==> src/rtl/pet_pkg.sv <==
// Shared glyphs and helpers for the pet needs engine.
// Digits are gfedcba, active-high.
package pet_pkg;

    localparam int FN_W = 8;

    localparam logic [6:0] SEG_0 = 7'b0111111;
    localparam logic [6:0] SEG_1 = 7'b0000110;
    localparam logic [6:0] SEG_2 = 7'b1011011;
    localparam logic [6:0] SEG_3 = 7'b1001111;
    localparam logic [6:0] SEG_4 = 7'b1100110;
    localparam logic [6:0] SEG_5 = 7'b1101101;
    localparam logic [6:0] SEG_6 = 7'b1111101;
    localparam logic [6:0] SEG_7 = 7'b0000111;
    localparam logic [6:0] SEG_8 = 7'b1111111;
    localparam logic [6:0] SEG_9 = 7'b1101111;
    localparam logic [6:0] SEG_A = 7'b1110111;
    localparam logic [6:0] SEG_B = 7'b1111100;
    localparam logic [6:0] SEG_C = 7'b0111001;
    localparam logic [6:0] SEG_D = 7'b1011110;
    localparam logic [6:0] SEG_E = 7'b1111001;
    localparam logic [6:0] SEG_F = 7'b1110001;
    localparam logic [6:0] SEG_DASH = 7'b1000000;

    // One extra bit of headroom so the +1 can never wrap before the clamp.
    function automatic logic [FN_W-1:0] clamp_inc(
        input logic [FN_W-1:0] value,
        input logic [FN_W-1:0] ceiling
    );
        logic [FN_W:0] sum;
        sum = {1'b0, value} + (FN_W+1)'(1);
        if (sum > {1'b0, ceiling})
            return ceiling;
        return sum[FN_W-1:0];
    endfunction

endpackage

==> src/rtl/pet_seg7_decoder.sv <==
// Level to 7-segment glyph; values above 15 show a dash.
module pet_seg7_decoder
    import pet_pkg::*;
#(
    parameter int LVL_W = 4
) (
    input  logic [LVL_W-1:0] value,
    output logic [6:0]       seg
);

    logic [15:0] wide;

    assign wide = 16'(value);

    always_comb begin
        seg = SEG_DASH;
        case (wide)
            16'd0:  seg = SEG_0;
            16'd1:  seg = SEG_1;
            16'd2:  seg = SEG_2;
            16'd3:  seg = SEG_3;
            16'd4:  seg = SEG_4;
            16'd5:  seg = SEG_5;
            16'd6:  seg = SEG_6;
            16'd7:  seg = SEG_7;
            16'd8:  seg = SEG_8;
            16'd9:  seg = SEG_9;
            16'd10: seg = SEG_A;
            16'd11: seg = SEG_B;
            16'd12: seg = SEG_C;
            16'd13: seg = SEG_D;
            16'd14: seg = SEG_E;
            16'd15: seg = SEG_F;
            default: seg = SEG_DASH;
        endcase
    end

endmodule

==> src/rtl/pet_needs_engine.sv <==
// N-channel pet needs engine: tick decay, button raise, test mode,
// and a registered view of the selected channel.
module pet_needs_engine
    import pet_pkg::*;
#(
    parameter int N_NEEDS   = 4,
    parameter int LVL_W     = 4,
    parameter int LVL_MAX   = 10,
    parameter int LVL_INIT  = 8,
    parameter int HAPPY_THR = 5,
    parameter int PER_W     = 8,
    parameter logic [N_NEEDS*PER_W-1:0] DECAY_PER =
        {8'd50, 8'd70, 8'd100, 8'd120}
) (
    input  logic                         clk,
    input  logic                         btn_reset,
    input  logic                         tick_en,
    input  logic [N_NEEDS-1:0]           btn_need,
    input  logic                         btn_test,
    input  logic [N_NEEDS-1:0]           pause,
    output logic [$clog2(N_NEEDS)-1:0]   sel,
    output logic                         happy,
    output logic [6:0]                   seg,
    output logic [N_NEEDS*LVL_W-1:0]     level_bus,
    output logic                         test_mode,
    output logic                         alarm
);

    localparam int SEL_W = $clog2(N_NEEDS);

    logic [N_NEEDS-1:0] prev_need;
    logic               prev_test;
    logic [N_NEEDS-1:0] rise_need;
    logic               test_rise;
    logic               hit;
    logic [SEL_W-1:0]   ch;
    logic [LVL_W-1:0]   cur;
    logic [LVL_W-1:0]   dec_in;
    logic [6:0]         glyph;
    logic               any_zero;

    // Lowest-index rise wins; the rest are dropped.
    always_comb begin
        hit = |rise_need;
        ch  = '0;
        for (int i = N_NEEDS - 1; i >= 0; i--)
            if (rise_need[i])
                ch = SEL_W'(i);
    end

    always_ff @(posedge clk) begin
        if (btn_reset) begin
            prev_need <= '1;
            prev_test <= 1'b1;
            rise_need <= '0;
            test_rise <= 1'b0;
            sel       <= '0;
            test_mode <= 1'b0;
        end else begin
            prev_need <= btn_need;
            prev_test <= btn_test;
            rise_need <= btn_need & ~prev_need;
            test_rise <= btn_test & ~prev_test;
            if (test_rise)
                test_mode <= ~test_mode;
            if (hit)
                sel <= ch;
        end
    end

    for (genvar i = 0; i < N_NEEDS; i++) begin : g_ch
        localparam logic [PER_W-1:0] PER_M1 =
            DECAY_PER[i*PER_W +: PER_W] - PER_W'(1);

        logic [PER_W-1:0] cnt;
        logic [LVL_W-1:0] lvl;
        logic [LVL_W-1:0] nxt;
        logic             step;
        logic             dec;
        logic             own;

        assign step = !test_mode && !test_rise && tick_en && !pause[i];
        assign dec  = step && (cnt == PER_M1);
        assign own  = hit && (ch == SEL_W'(i)) && (sel == SEL_W'(i));

        // Increment first, then decay, so a press at the ceiling nets -1.
        always_comb begin
            nxt = lvl;
            if (test_mode) begin
                if (own)
                    nxt = (lvl == LVL_W'(1)) ? LVL_W'(LVL_MAX) : LVL_W'(1);
            end else begin
                if (own)
                    nxt = LVL_W'(clamp_inc(FN_W'(lvl), FN_W'(LVL_MAX)));
                if (dec && nxt != '0)
                    nxt = nxt - LVL_W'(1);
            end
        end

        always_ff @(posedge clk) begin
            if (btn_reset) begin
                cnt <= '0;
                lvl <= LVL_W'(LVL_INIT);
            end else begin
                lvl <= nxt;
                if (test_rise)
                    cnt <= '0;
                else if (step)
                    cnt <= dec ? '0 : cnt + PER_W'(1);
            end
        end

        assign level_bus[i*LVL_W +: LVL_W] = lvl;
    end

    always_comb begin
        cur      = level_bus[0 +: LVL_W];
        any_zero = 1'b0;
        for (int i = 0; i < N_NEEDS; i++) begin
            if (sel == SEL_W'(i))
                cur = level_bus[i*LVL_W +: LVL_W];
            if (level_bus[i*LVL_W +: LVL_W] == '0)
                any_zero = 1'b1;
        end
    end

    // During reset the decoder sees the reset level so outputs reset coherently.
    assign dec_in = btn_reset ? LVL_W'(LVL_INIT) : cur;

    pet_seg7_decoder #(
        .LVL_W (LVL_W)
    ) u_seg (
        .value (dec_in),
        .seg   (glyph)
    );

    always_ff @(posedge clk) begin
        seg   <= glyph;
        happy <= dec_in >= LVL_W'(HAPPY_THR);
        alarm <= !btn_reset && any_zero;
    end

endmodule

==> config.mk <==
export PLATFORM = sky130hd
export DESIGN_NAME = pet_needs_engine
export DESIGN_NICKNAME = d
export VERILOG_FILES = /design/src/rtl/pet_pkg.sv /design/src/rtl/pet_seg7_decoder.sv /design/src/rtl/pet_needs_engine.sv
export SDC_FILE = /design/constraint.sdc
export NUM_CORES = 1
export LEC_CHECK = 0
export CORE_ASPECT_RATIO = 1.4
export CORE_MARGIN = 8
export CORE_UTILIZATION = 58
export CTS_CLUSTER_DIAMETER = 60
export DETAILED_ROUTE_END_ITERATION = 6
export PLACE_DENSITY = 0.8
export SYNTH_ARGS = -nofsm -noshare
export SYNTH_HDL_FRONTEND = slang
export SYNTH_SLANG_ARGS = --single-unit
==> constraint.sdc <==
create_clock -name clk -period 4.1 [get_ports clk]
set_input_delay 0.82 -clock clk [delete_from_list [all_inputs] [get_ports clk]]
set_output_delay 0.82 -clock clk [all_outputs]
set_load 0.05 [all_outputs]
# Yosys cells after proc, flatten, opt, wreduce, memory -nomap -nowiden
# Memory sizes are Yosys's and may differ from the RTL's. A register that Yosys moved wholly into a read port is not among the register bits.
# Index checks and enable logic that the tools add are counted.
# W data, S select, Z words.
[totals] regBits=63 mem_bits_ro=112 mem_count=1
[memory_table] memory="(name not given)" depth=16 width=7 rd=1 rd_ports_with_merged_regs=1 wr=0 line_no="pet_seg7_decoder.sv:17" rtl="case (wide)"
[op_classes] n_addsub=12 order_cmp=5 n_eq_ne=18 n_mux=60 bitwise=5 reduce_logical=42
[op_table] op="$mux W4" count=36
[op_table] op="$add A8 B1 Y8 const B" count=4
[op_table] op="$mux W8" count=4
[op_table] op="$eq A8 B7 Y1 const B" count=3
[op_table] op="$logic_and A1 B1 Y1" count=23
[op_table] op="$add A4 B1 Y5 const B" count=4
[op_table] op="$gt A5 B4 Y1 const B" count=4
[op_table] op="$eq A4 B1 Y1 const B" count=4
[op_table] op="$logic_not A4 Y1" count=4
[op_table] op="$mux W1" count=16
[op_table] op="$reduce_bool A4 Y1" count=4
[op_table] op="$sub A4 B1 Y4 const B" count=4
[op_table] op="$eq A2 B2 Y1 const B" count=4
[op_table] op="$eq A8 B6 Y1 const B" count=1
[op_table] op="$mux W2" count=4
[op_table] op="$ne A2 B1 Y1 const B" count=4
[op_table] op="$logic_not A1 Y1" count=7
[op_table] op="$and A4 B4 Y4" count=1
[op_table] op="$eq A2 B1 Y1 const B" count=2
[op_table] op="$ge A4 B3 Y1 const B" count=1
[op_table] op="$logic_not A2 Y1" count=2
[op_table] op="$not A4 Y4" count=1
[op_table] op="$reduce_or A4 Y1" count=1
[op_table] op="$not A1 Y1" count=2
[op_table] op="2 further kinds" count=2

# Logic depth before layout (Yosys ltp)
# Gate-level depths: netlist of the first run.
[logic_depth] ltp_word=16 mapped_depth=13 mapped_depth_nobuf=13

# Modules after synthesis
# From an unflattened synthesis of the first run, not the netlist that was laid out.
[unflattened] hier_cells=554 area_unflattened_um2=4745.8
[by_module_without_submodules] module="pet_needs_engine" instances=1 cells_per_inst=521 area_each_um2=4455.5
[by_module_without_submodules] module="pet_seg7_decoder" instances=1 cells_per_inst=33 area_each_um2=290.3

# Worst setup path after synthesis of the first run
# Ideal clock, no wire load.
[synth_path] path_kind="reg2reg" from="register g_ch[1].lvl[0]" to="register g_ch[1].lvl[3]" setup_ps=138 t_arrival_ps=3144 setup_slack_ps=818 path_stages_with_launch=14 path_buffers=0 synth_period_minus_slack_ps=3282 cell_sequence="dfxtp_1 inv_1 ha_1 nor2b_1 o31a_1 o21ai_0 inv_1 ha_1 inv_1 nor4b_1 a311o_1 a2111oi_2 xor2_1 a32oi_1"
[synth_via] elab_chain_len=12 elab_cells_between_ends=16 cone_classes="add/sub (2); order compare (1); eq/ne (1); mux (10); reduce/logical (2)"
[synth_lines] item="start: declaration" line_no="pet_needs_engine.sv:76" rtl="logic [LVL_W-1:0] lvl;"
[synth_lines] item="start signal: assignment" line_no="pet_needs_engine.sv:103" rtl="lvl <= LVL_W'(LVL_INIT);"
[synth_lines] item="start signal: assignment" line_no="pet_needs_engine.sv:105" rtl="lvl <= nxt;"
[synth_lines] item="branches (longest 11 deep; another with $add A4 B1 Y5)"
[synth_lines] item="$mux W4 *" line_no="pet_needs_engine.sv:89" rtl="if (test_mode) begin"
# Every way passes the cells marked *. The select of a mux whose other input is x is not followed.
# A chain may end at the register's enable or synchronous reset.

# Worst setup path in the final report of the first run
# Ends and elaborated chain as after synthesis.

==> flow_metrics.tcl, run 1 <==
set metrics [dict create \
    drc 0 \
    grt_pass1_wl_mm 18.2 \
    syn_inst 549 \
    synth_top_area_share_pct 30.9 \
    rsz0062_at_grt "no" \
    critPathLaunchType "flip-flop" \
    grt.overflow.total 0 \
    run_status "complete, no violations" \
    num_antenna_cells 0 \
    ys_ff_latch 70 \
    ys_warn_count 0 \
    synth_area_leaders "dfxtp_1 31%, ha_1 9.1%, nor2_1 5.7%" \
    routed_wirelength_mm 10.9 \
    hold_buffers 0 \
    synth_area_per_cell_um2 8.25 \
    final_cell_mix "70 x dfxtp_1, 69 x nor2_1, 42 x nand2_1, 39 x clkdlybuf4s50_1, 33 x ha_1" \
    firstDrtPassIters 5 \
    ant_nets 0 \
    place_ws_ps 867 \
    drive_gt1_share_pct 8.42 \
    slew_viol_final 0 \
    pin_count 40 \
    synth_cell_type_count 69 \
    fin_setup_tns_ps 0 \
    worstPathArrival_ps 3510 \
    synth_area_um2 4530 \
    cp-endpoint "g_ch[1].lvl[3]$_SDFFE_PP1P_" \
    setup_slack_ps 807 \
    ir_drop_uv 228 \
    via_count 4068 \
    fin_skew_ps 14.2 \
    maxSlewHeadroom_pct 44.5 \
    cts_resized 0 \
    worstReg2RegStart "g_ch[1].lvl[0]$_SDFFE_PP0P_" \
    dieArea_um2 10900 \
    grt_max_degree 25 \
    critPathCaptureType "flip-flop" \
    required_ps 4320 \
    cts-buffers-inserted 9 \
    synth_edf_count 0 \
    drt_iter0_markers 197 \
    clkLatencyLatePin_ps 360 \
    period_needed_ps 3290 \
    post-route-period-util_pct 80.3 \
    n_fill_cell 663 \
    final_net_count 622 \
    postSynthNetCount 594 \
    wl_per_cell_um 15.9 \
    place_hpwl_mm 8.02 \
    clock-sinks 70 \
    viasPerCell 5.96 \
    yosysTopAreaCell "dfxtp_1" \
    setup_viol 0 \
    hold_path.class "reg -> reg" \
    reg2reg_depth 13 \
    p_leak_nw 2.02 \
    globalplace.congestion 0.891 \
    first_global_vias 4054 \
    startpoint "g_ch[1].lvl[0]$_SDFFE_PP0P_" \
    ys.flop_type "dfxtp_1" \
    cts_setup_buffers 0 \
    cts_root_buf "clkbuf_8" \
    grt_util_all_layers_pct 20.1 \
    die_x_um 90.7 \
    max_freq_mhz 304 \
    antenna_found_initial 0 \
    power_mw 1.49 \
    hold_viol_final 0 \
    die_y_um 121 \
    cts_tree "yes" \
    rrSetupSlack_ps 810 \
    final_common_cell "dfxtp_1" \
    utilization_pct 67.8 \
    worstSetupPathType "reg -> reg" \
    tightest_slew_ps 830 \
    synthArstFlopShare_pct 0 \
    start_util_pct 59.2 \
    r2r_end "g_ch[1].lvl[3]$_SDFFE_PP1P_" \
    rows 38 \
    cap_viol_max_count 0 \
    core_um2 7650 \
    clockBufferDepth 2 \
    clk_pin_slew_ps 80 \
    synthToLayoutAreaGrowth_pct 14.6 \
    p_per_area_nw_per_um2 288 \
    yosysSeqAreaShare_pct 30.9 \
    htreeDepth 3 \
    io_buffer_count 39 \
    crit_fanout 10 \
]
cells in the mapped netlist, types with 4 or more instances:
cell and number:
clkbuf_1 20, or3_1 4, inv_1 28, ha_1 33
o21a_1 4, mux2_2 4, o211ai_1 6, xnor2_1 11
nand3_1 25, xor2_1 21, mux4_2 4, a21oi_1 27
nand2_1 42, dfxtp_1 70, a211oi_1 4, o21ai_0 21
mux2i_1 16, nand4_1 10, nor3_1 14, or2_2 9
nor3b_1 8, a31oi_1 5, nor2_1 69, nand2b_1 12
a21o_1 4, and3_1 7, nor4_1 5, nor2b_1 8
power by group:
part | leakage, nW | switching [mW] | internal, mW
combinational | 1.34 | 0.0917 | 0.0651
sequential | 0.568 | 0.0238 | 0.694
clock | 0.107 | 0.273 | 0.347
worst min-delay path by stage:
stage,start,to,depth (start not counted)
3_5_place_dp,prev_need[3]$_SDFF_PP1_,rise_need[3]$_SDFF_PP0_,1
5_1_grt,prev_need[3]$_SDFF_PP1_,rise_need[3]$_SDFF_PP0_,1
6_report,prev_need[3]$_SDFF_PP1_,rise_need[3]$_SDFF_PP0_,1
2_1_floorplan,prev_need[0]$_SDFF_PP1_,rise_need[0]$_SDFF_PP0_,1
4_1_cts,prev_need[3]$_SDFF_PP1_,rise_need[3]$_SDFF_PP0_,1
3_3_place_gp,prev_need[3]$_SDFF_PP1_,rise_need[3]$_SDFF_PP0_,1
through the flow:
| step | std cells | hold slack [ps] | cell area, µm² |
|---|---|---|---|
| 2_1_floorplan | 549 | 372 | 4530 |
| 3_3_place_gp | 666 | 377 | 4970 |
| 3_5_place_dp | 666 | 378 | 4970 |
| 4_1_cts | 682 | 387 | 5190 |
| 5_1_grt | 682 | 392 | 5190 |
| 6_report | 682 | 388 | 5190 |
metal layers:
layer | routed length [µm] | GRT usage (%) | vias up | part of all wire, %
met3 | 633 | 5.21 | 17 | 5.8
met2 | 5600 | 36.3 | 101 | 52
met1 | 4460 | 21.3 | 1959 | 41
li1 | - | - | 1991 | -
met5 | 0 | 0 | - | 0
met4 | 180 | 8.99 | 0 | 1.7
cell families after synthesis:
family,Yosys count,share of synthesized area (%)
and+or+nand+nor,237,27.7
AOI/OAI and AO/OA,99,14.8
DFF,70,30.9
buffers and inverters,54,4.70
adders and majority gates,33,9.12
xor gates and xnor gates,32,6.19
muxes,24,6.52
registers in the layout (all words and copies together), names as in the netlist:
name / flops
rise_need: 4
alarm: 1
prev_test: 1
test_rise: 1
sel: 2
prev_need: 4
seg: 7
happy: 1
g_ch.lvl: 16
test_mode: 1
g_ch.cnt: 32
layout make-up:
cell class / count / area (µm²) / area share (%)
Clock inverter: 6 / 93.8 / 1.81
Tap cell: 100 / 125 / 2.41
Inverter: 28 / 105 / 2.03
Multi-Input combinational cell: 425 / 2910 / 56.2
Timing Repair Buffer: 43 / 420 / 8.10
Sequential cell: 70 / 1400 / 27.0
Clock buffer: 10 / 128 / 2.46
critical path, cell delays in order, from the launching register on:
cell and delay [ps]:
dfxtp_1 530, inv_1 120, ha_1 330, nor2b_1 140
o31a_1 220, o21ai_0 260, inv_1 120, ha_1 210
inv_1 100, nor4b_1 60, a311o_1 450, a2111oi_2 370
xor2_1 180, a32oi_1 60
Note: power is estimated with default switching activity, not from simulation.
==> run 2: changes to the inputs <==
--- a/config.mk
+++ b/config.mk
@@ -7,10 +7,10 @@
 export LEC_CHECK = 0
 export CORE_ASPECT_RATIO = 1.4
 export CORE_MARGIN = 8
-export CORE_UTILIZATION = 58
+export CORE_UTILIZATION = 53
 export CTS_CLUSTER_DIAMETER = 60
 export DETAILED_ROUTE_END_ITERATION = 6
-export PLACE_DENSITY = 0.8
+export PLACE_DENSITY = 0.77
 export SYNTH_ARGS = -nofsm -noshare
 export SYNTH_HDL_FRONTEND = slang
 export SYNTH_SLANG_ARGS = --single-unit
==> constraint.sdc (replaced) <==
create_clock -name clk -period 2.8 [get_ports clk]
set_input_delay 0.56 -clock clk [delete_from_list [all_inputs] [get_ports clk]]
set_output_delay 0.56 -clock clk [all_outputs]
set_load 0.05 [all_outputs]
==> flow_metrics.tcl, run 2 (synthesized netlist as in run 1, its figures left out) <==
set metrics [dict create \
    core_um2 8460 \
    cts_setup_buffers 0 \
    viasPerCell 5.89 \
    clockBufferDepth 2 \
    power_mw 2.50 \
    dieArea_um2 11800 \
    placed_cells 700 \
    rsz0062_at_grt "yes" \
    clock-sinks 70 \
    crit_fanout 14 \
    p_leak_nw 2.22 \
    die_x_um 94.1 \
    n_fill_cell 707 \
    multi_input_area_um2 2930 \
    cts_root_buf "clkbuf_16" \
    drc 0 \
    critPathCaptureType "flip-flop" \
    pin_count 40 \
    cts-buffers-inserted 9 \
    grt_max_degree 26 \
    drt_iter0_markers 239 \
    final_cell_mix "69 x nor2_1, 64 x dfxtp_1, 42 x nand2_1, 39 x clkdlybuf4s50_1" \
    die_y_um 125 \
    tightest_slew_ps 572 \
    slew_viol_final 0 \
    grt.overflow.total 0 \
    fin_setup_tns_ps 0 \
    max_freq_mhz 369 \
    clkLatencyLatePin_ps 330 \
    final_common_cell "nor2_1" \
    setup_viol 0 \
    worstPathArrival_ps 2950 \
    period_needed_ps 2710 \
    ant_nets 0 \
    path_cells "inv_1 -> ha_1 -> nor2b_1 -> o21ai_1 -> a211oi_2 -> or3_1 -> nand2_1 -> ha_1 -> nand2b_1 -> o21ai_2 -> nand3_1 -> a221oi_1" \
    cap_viol_max_count 0 \
    run_status "complete, no violations" \
    fin_skew_ps 4.44 \
    drive_gt1_share_pct 14.4 \
    critPathLaunchType "flip-flop" \
    crit_path_frequent_cell "ha_1" \
    regMostFlops "g_ch.cnt" \
    ir_drop_uv 349 \
    layout.cells.non_filler 716 \
    post-route-period-util_pct 96.9 \
    first_global_vias 4323 \
    path_buf_inv 1 \
    max_stage_delay_ps 430 \
    cts_tree "yes" \
    start_util_pct 53.5 \
    globalplace.congestion 0.931 \
    hold_viol_final 0 \
    slowest_stage "dfxtp_4" \
    required_ps 3040 \
    rows 40 \
    place_ws_ps -16.6 \
    reg.largest.list "g_ch.cnt (32), g_ch.lvl (16), seg (7)" \
    io_buffer_count 39 \
    worstSetupPathType "reg -> reg" \
    grt_util_all_layers_pct 20.1 \
    p_per_area_nw_per_um2 452 \
    whs_ps 390 \
    routed_wirelength_mm 11.6 \
    cp_top_family "simple AND/OR/NAND/NOR gates" \
    largest_reg_flops 32 \
    setup_slack_ps 87.9 \
    hold_path.class "reg -> reg" \
    final_net_count 651 \
    hold_buffers 0 \
    htreeDepth 3 \
    firstDrtPassIters 5 \
    antenna_found_initial 0 \
    via_count 4214 \
    maxSlewHeadroom_pct 60.9 \
    grt_pass1_wl_mm 19.5 \
    num_antenna_cells 0 \
    regArea_um2 1420 \
    synthToLayoutAreaGrowth_pct 22.4 \
    cts_resized 0 \
    wl_per_cell_um 16.2 \
    place_hpwl_mm 8.66 \
    clk_pin_slew_ps 60 \
]
-- run 2: layout make-up --
class,count,share of cell area [%]
inverter,28,1.90
sequential,70,25.6
clock buffer,12,4.83
multi-input combinational,425,52.8
timing repair buffer,72,11.5
tap,105,2.37
clock inverter,4,0.949
-- run 2: stage by stage --
step / util [%] / area [µm²]
3_5_place_dp: 61.5 / 5200
6_report: 65.5 / 5540
4_1_cts: 65.3 / 5530
3_3_place_gp: 61.5 / 5200
5_1_grt: 65.5 / 5540
2_1_floorplan: - / 4550
-- run 2: per-layer routing --
metal,GRT usage [%],vias to the layer above,share of wire [%]
met1,21.5,1999,40
met2,35.2,128,51
met3,5.03,27,5.7
li1,-,2060,-
met5,0,-,0
met4,9.84,0,2.6
-- run 2: path summary, 6_finish.rpt --
kind / start / to / slack, ps / cells after the start
max: g_ch[3].lvl[0]$_SDFFE_PP0P_ / g_ch[3].lvl[1]$_SDFFE_PP0P_ / 90 / 12
min: prev_need[0]$_SDFF_PP1_ / rise_need[0]$_SDFF_PP0_ / 390 / 1
max reg2reg: g_ch[3].lvl[0]$_SDFFE_PP0P_ / g_ch[3].lvl[1]$_SDFFE_PP0P_ / 90 / 12
min reg2reg: prev_need[0]$_SDFF_PP1_ / rise_need[0]$_SDFF_PP0_ / 390 / 1
-- run 2: report_power, final --
group	internal (mW)	total, mW	switching, mW
Combinational	0.109	0.258	0.149
Clock	0.769	1.20	0.433
Sequential	1.02	1.04	0.0261
==> edit, RTL diff (settings of run 1) <==
`N_NEEDS`: 4 -> 8.
--- a/src/rtl/pet_needs_engine.sv
+++ b/src/rtl/pet_needs_engine.sv
@@ -3,7 +3,7 @@
 module pet_needs_engine
     import pet_pkg::*;
 #(
-    parameter int N_NEEDS   = 4,
+    parameter int N_NEEDS   = 8,
     parameter int LVL_W     = 4,
     parameter int LVL_MAX   = 10,
     parameter int LVL_INIT  = 8,
Interface: changed (resized btn_need, level_bus, pause and sel); port bits go from 40 to 65. The function was not compared with the original's and may differ.
==> edit against run 1 <==
- design area is 86% higher
- worst hold slack hardly changed
- synthesized area is 86% higher
- routed wire length is 91% higher
- worst setup slack worse by 0.085 ns
- total power is 110% higher
- first-iteration DRC count grew to 2.8 times the old value
- clock power is 140% higher
- sequential cell count is 57 higher
- critical path type unchanged
- largest cell class unchanged
==> edit: results (changes against run 1) <==
* Share of cells above drive strength 1 at 9.425% (+1.0 points)
* Non-CTS buffers at 72 (+67%)
* CTS root buffer: clkbuf_16
* Worst Skew at 0.006468 ns (-0.007754 ns)
* Crit path to: g_ch[2].lvl[2]
* Critical path launch point: g_ch[2].lvl[0]
* Met3 usage at 5.181% (-0.030 points)
* Final min period at 3.378 ns (+0.08473 ns)
* R2R setup slack at 0.72 ns (-0.08 ns)
* Clock latency on the worst-skew pair at 0.43 ns (+0.07 ns)
* CTS H-tree lvls at 4 (+1)
* P_sw at 807.7 uW (+110%)
* Register area share after synthesis at 30.23% (-0.71 points)
* Comb_multi_in at 786 (+85%)
* Cell variety after synth at 92 (+33%)
* Outcome: completed
* DR vias at 7476 (+84%)
* Vias in the first global route at 7220 (+78%)
* 1st-iter DRT viols at 553 (+180%)
* Critical Path AT at 3.70 ns (+0.19 ns)
* Met1 global-route usage at 24.92% (+3.6 points)
* Worst path max stage delay at 0.49 ns (-0.04 ns)
* Fin cells at 1250 (+83%)
* Placed cells at 1218 (+83%)
* Total GRT Usage at 22.45% (+2.4 points)
* Post-DP HPWL at 14820 um (+85%)
* Post-Place Cell Area at 9070 um^2 (+83%)
* Largest net degree at the start of global routing at 47 (+88%)
* First-pass GRT wire length at 34530 um (+90%)
* Place WS at 0.5865 ns (-0.2802 ns)
* Sequential Power Share at 42.0% (-6.0 points)
* Sequential share of cell area at 26.38% (-0.63 points)
* Synth top area cells: dfxtp_1 (30%), ha_1 (8.5%), nor2_1 (4.8%), xor2_1 (4.5%), nand2_1 (3.9%)
* WL met3 at 1078 um (+70%)
* # nets final at 1125 (+81%)
-- edit: changes by cell type after synthesis, sizes merged, moves of 24 or more --
| cell | before | now |
|---|---|---|
| a21oi | 27 | 59 |
| ha | 33 | 57 |
| nand3 | 25 | 49 |
| dfxtp | 70 | 127 |
| nand2 | 42 | 87 |
| nor2 | 69 | 107 |
-- edit: kinds of logic after synthesis --
family / count (synthesis) / share of synthesized area (%)
adders and majority gates: 57 / 8.481
xor gates and xnor gates: 62 / 6.457
muxes: 36 / 5.609
DFF: 127 / 30.23
AOI/OAI and AO/OA: 217 / 17.63
and+or+nand+nor: 414 / 26.40
buffers and inverters: 86 / 5.193
-- edit: critical path, delay by kind of cell, from the launching register on --
| family | cells | cell delay [ns] |
|---|---|---|
| adder cells (fa/ha/maj) | 2 | 0.62 |
| AO/OA/AOI/OAI | 6 | 1.46 |
| flip-flops | 1 | 0.49 |
| buffers and inverters | 1 | 0.17 |
| AND/OR/NAND/NOR | 3 | 0.39 |
| XOR/XNOR | 1 | 0.16 |
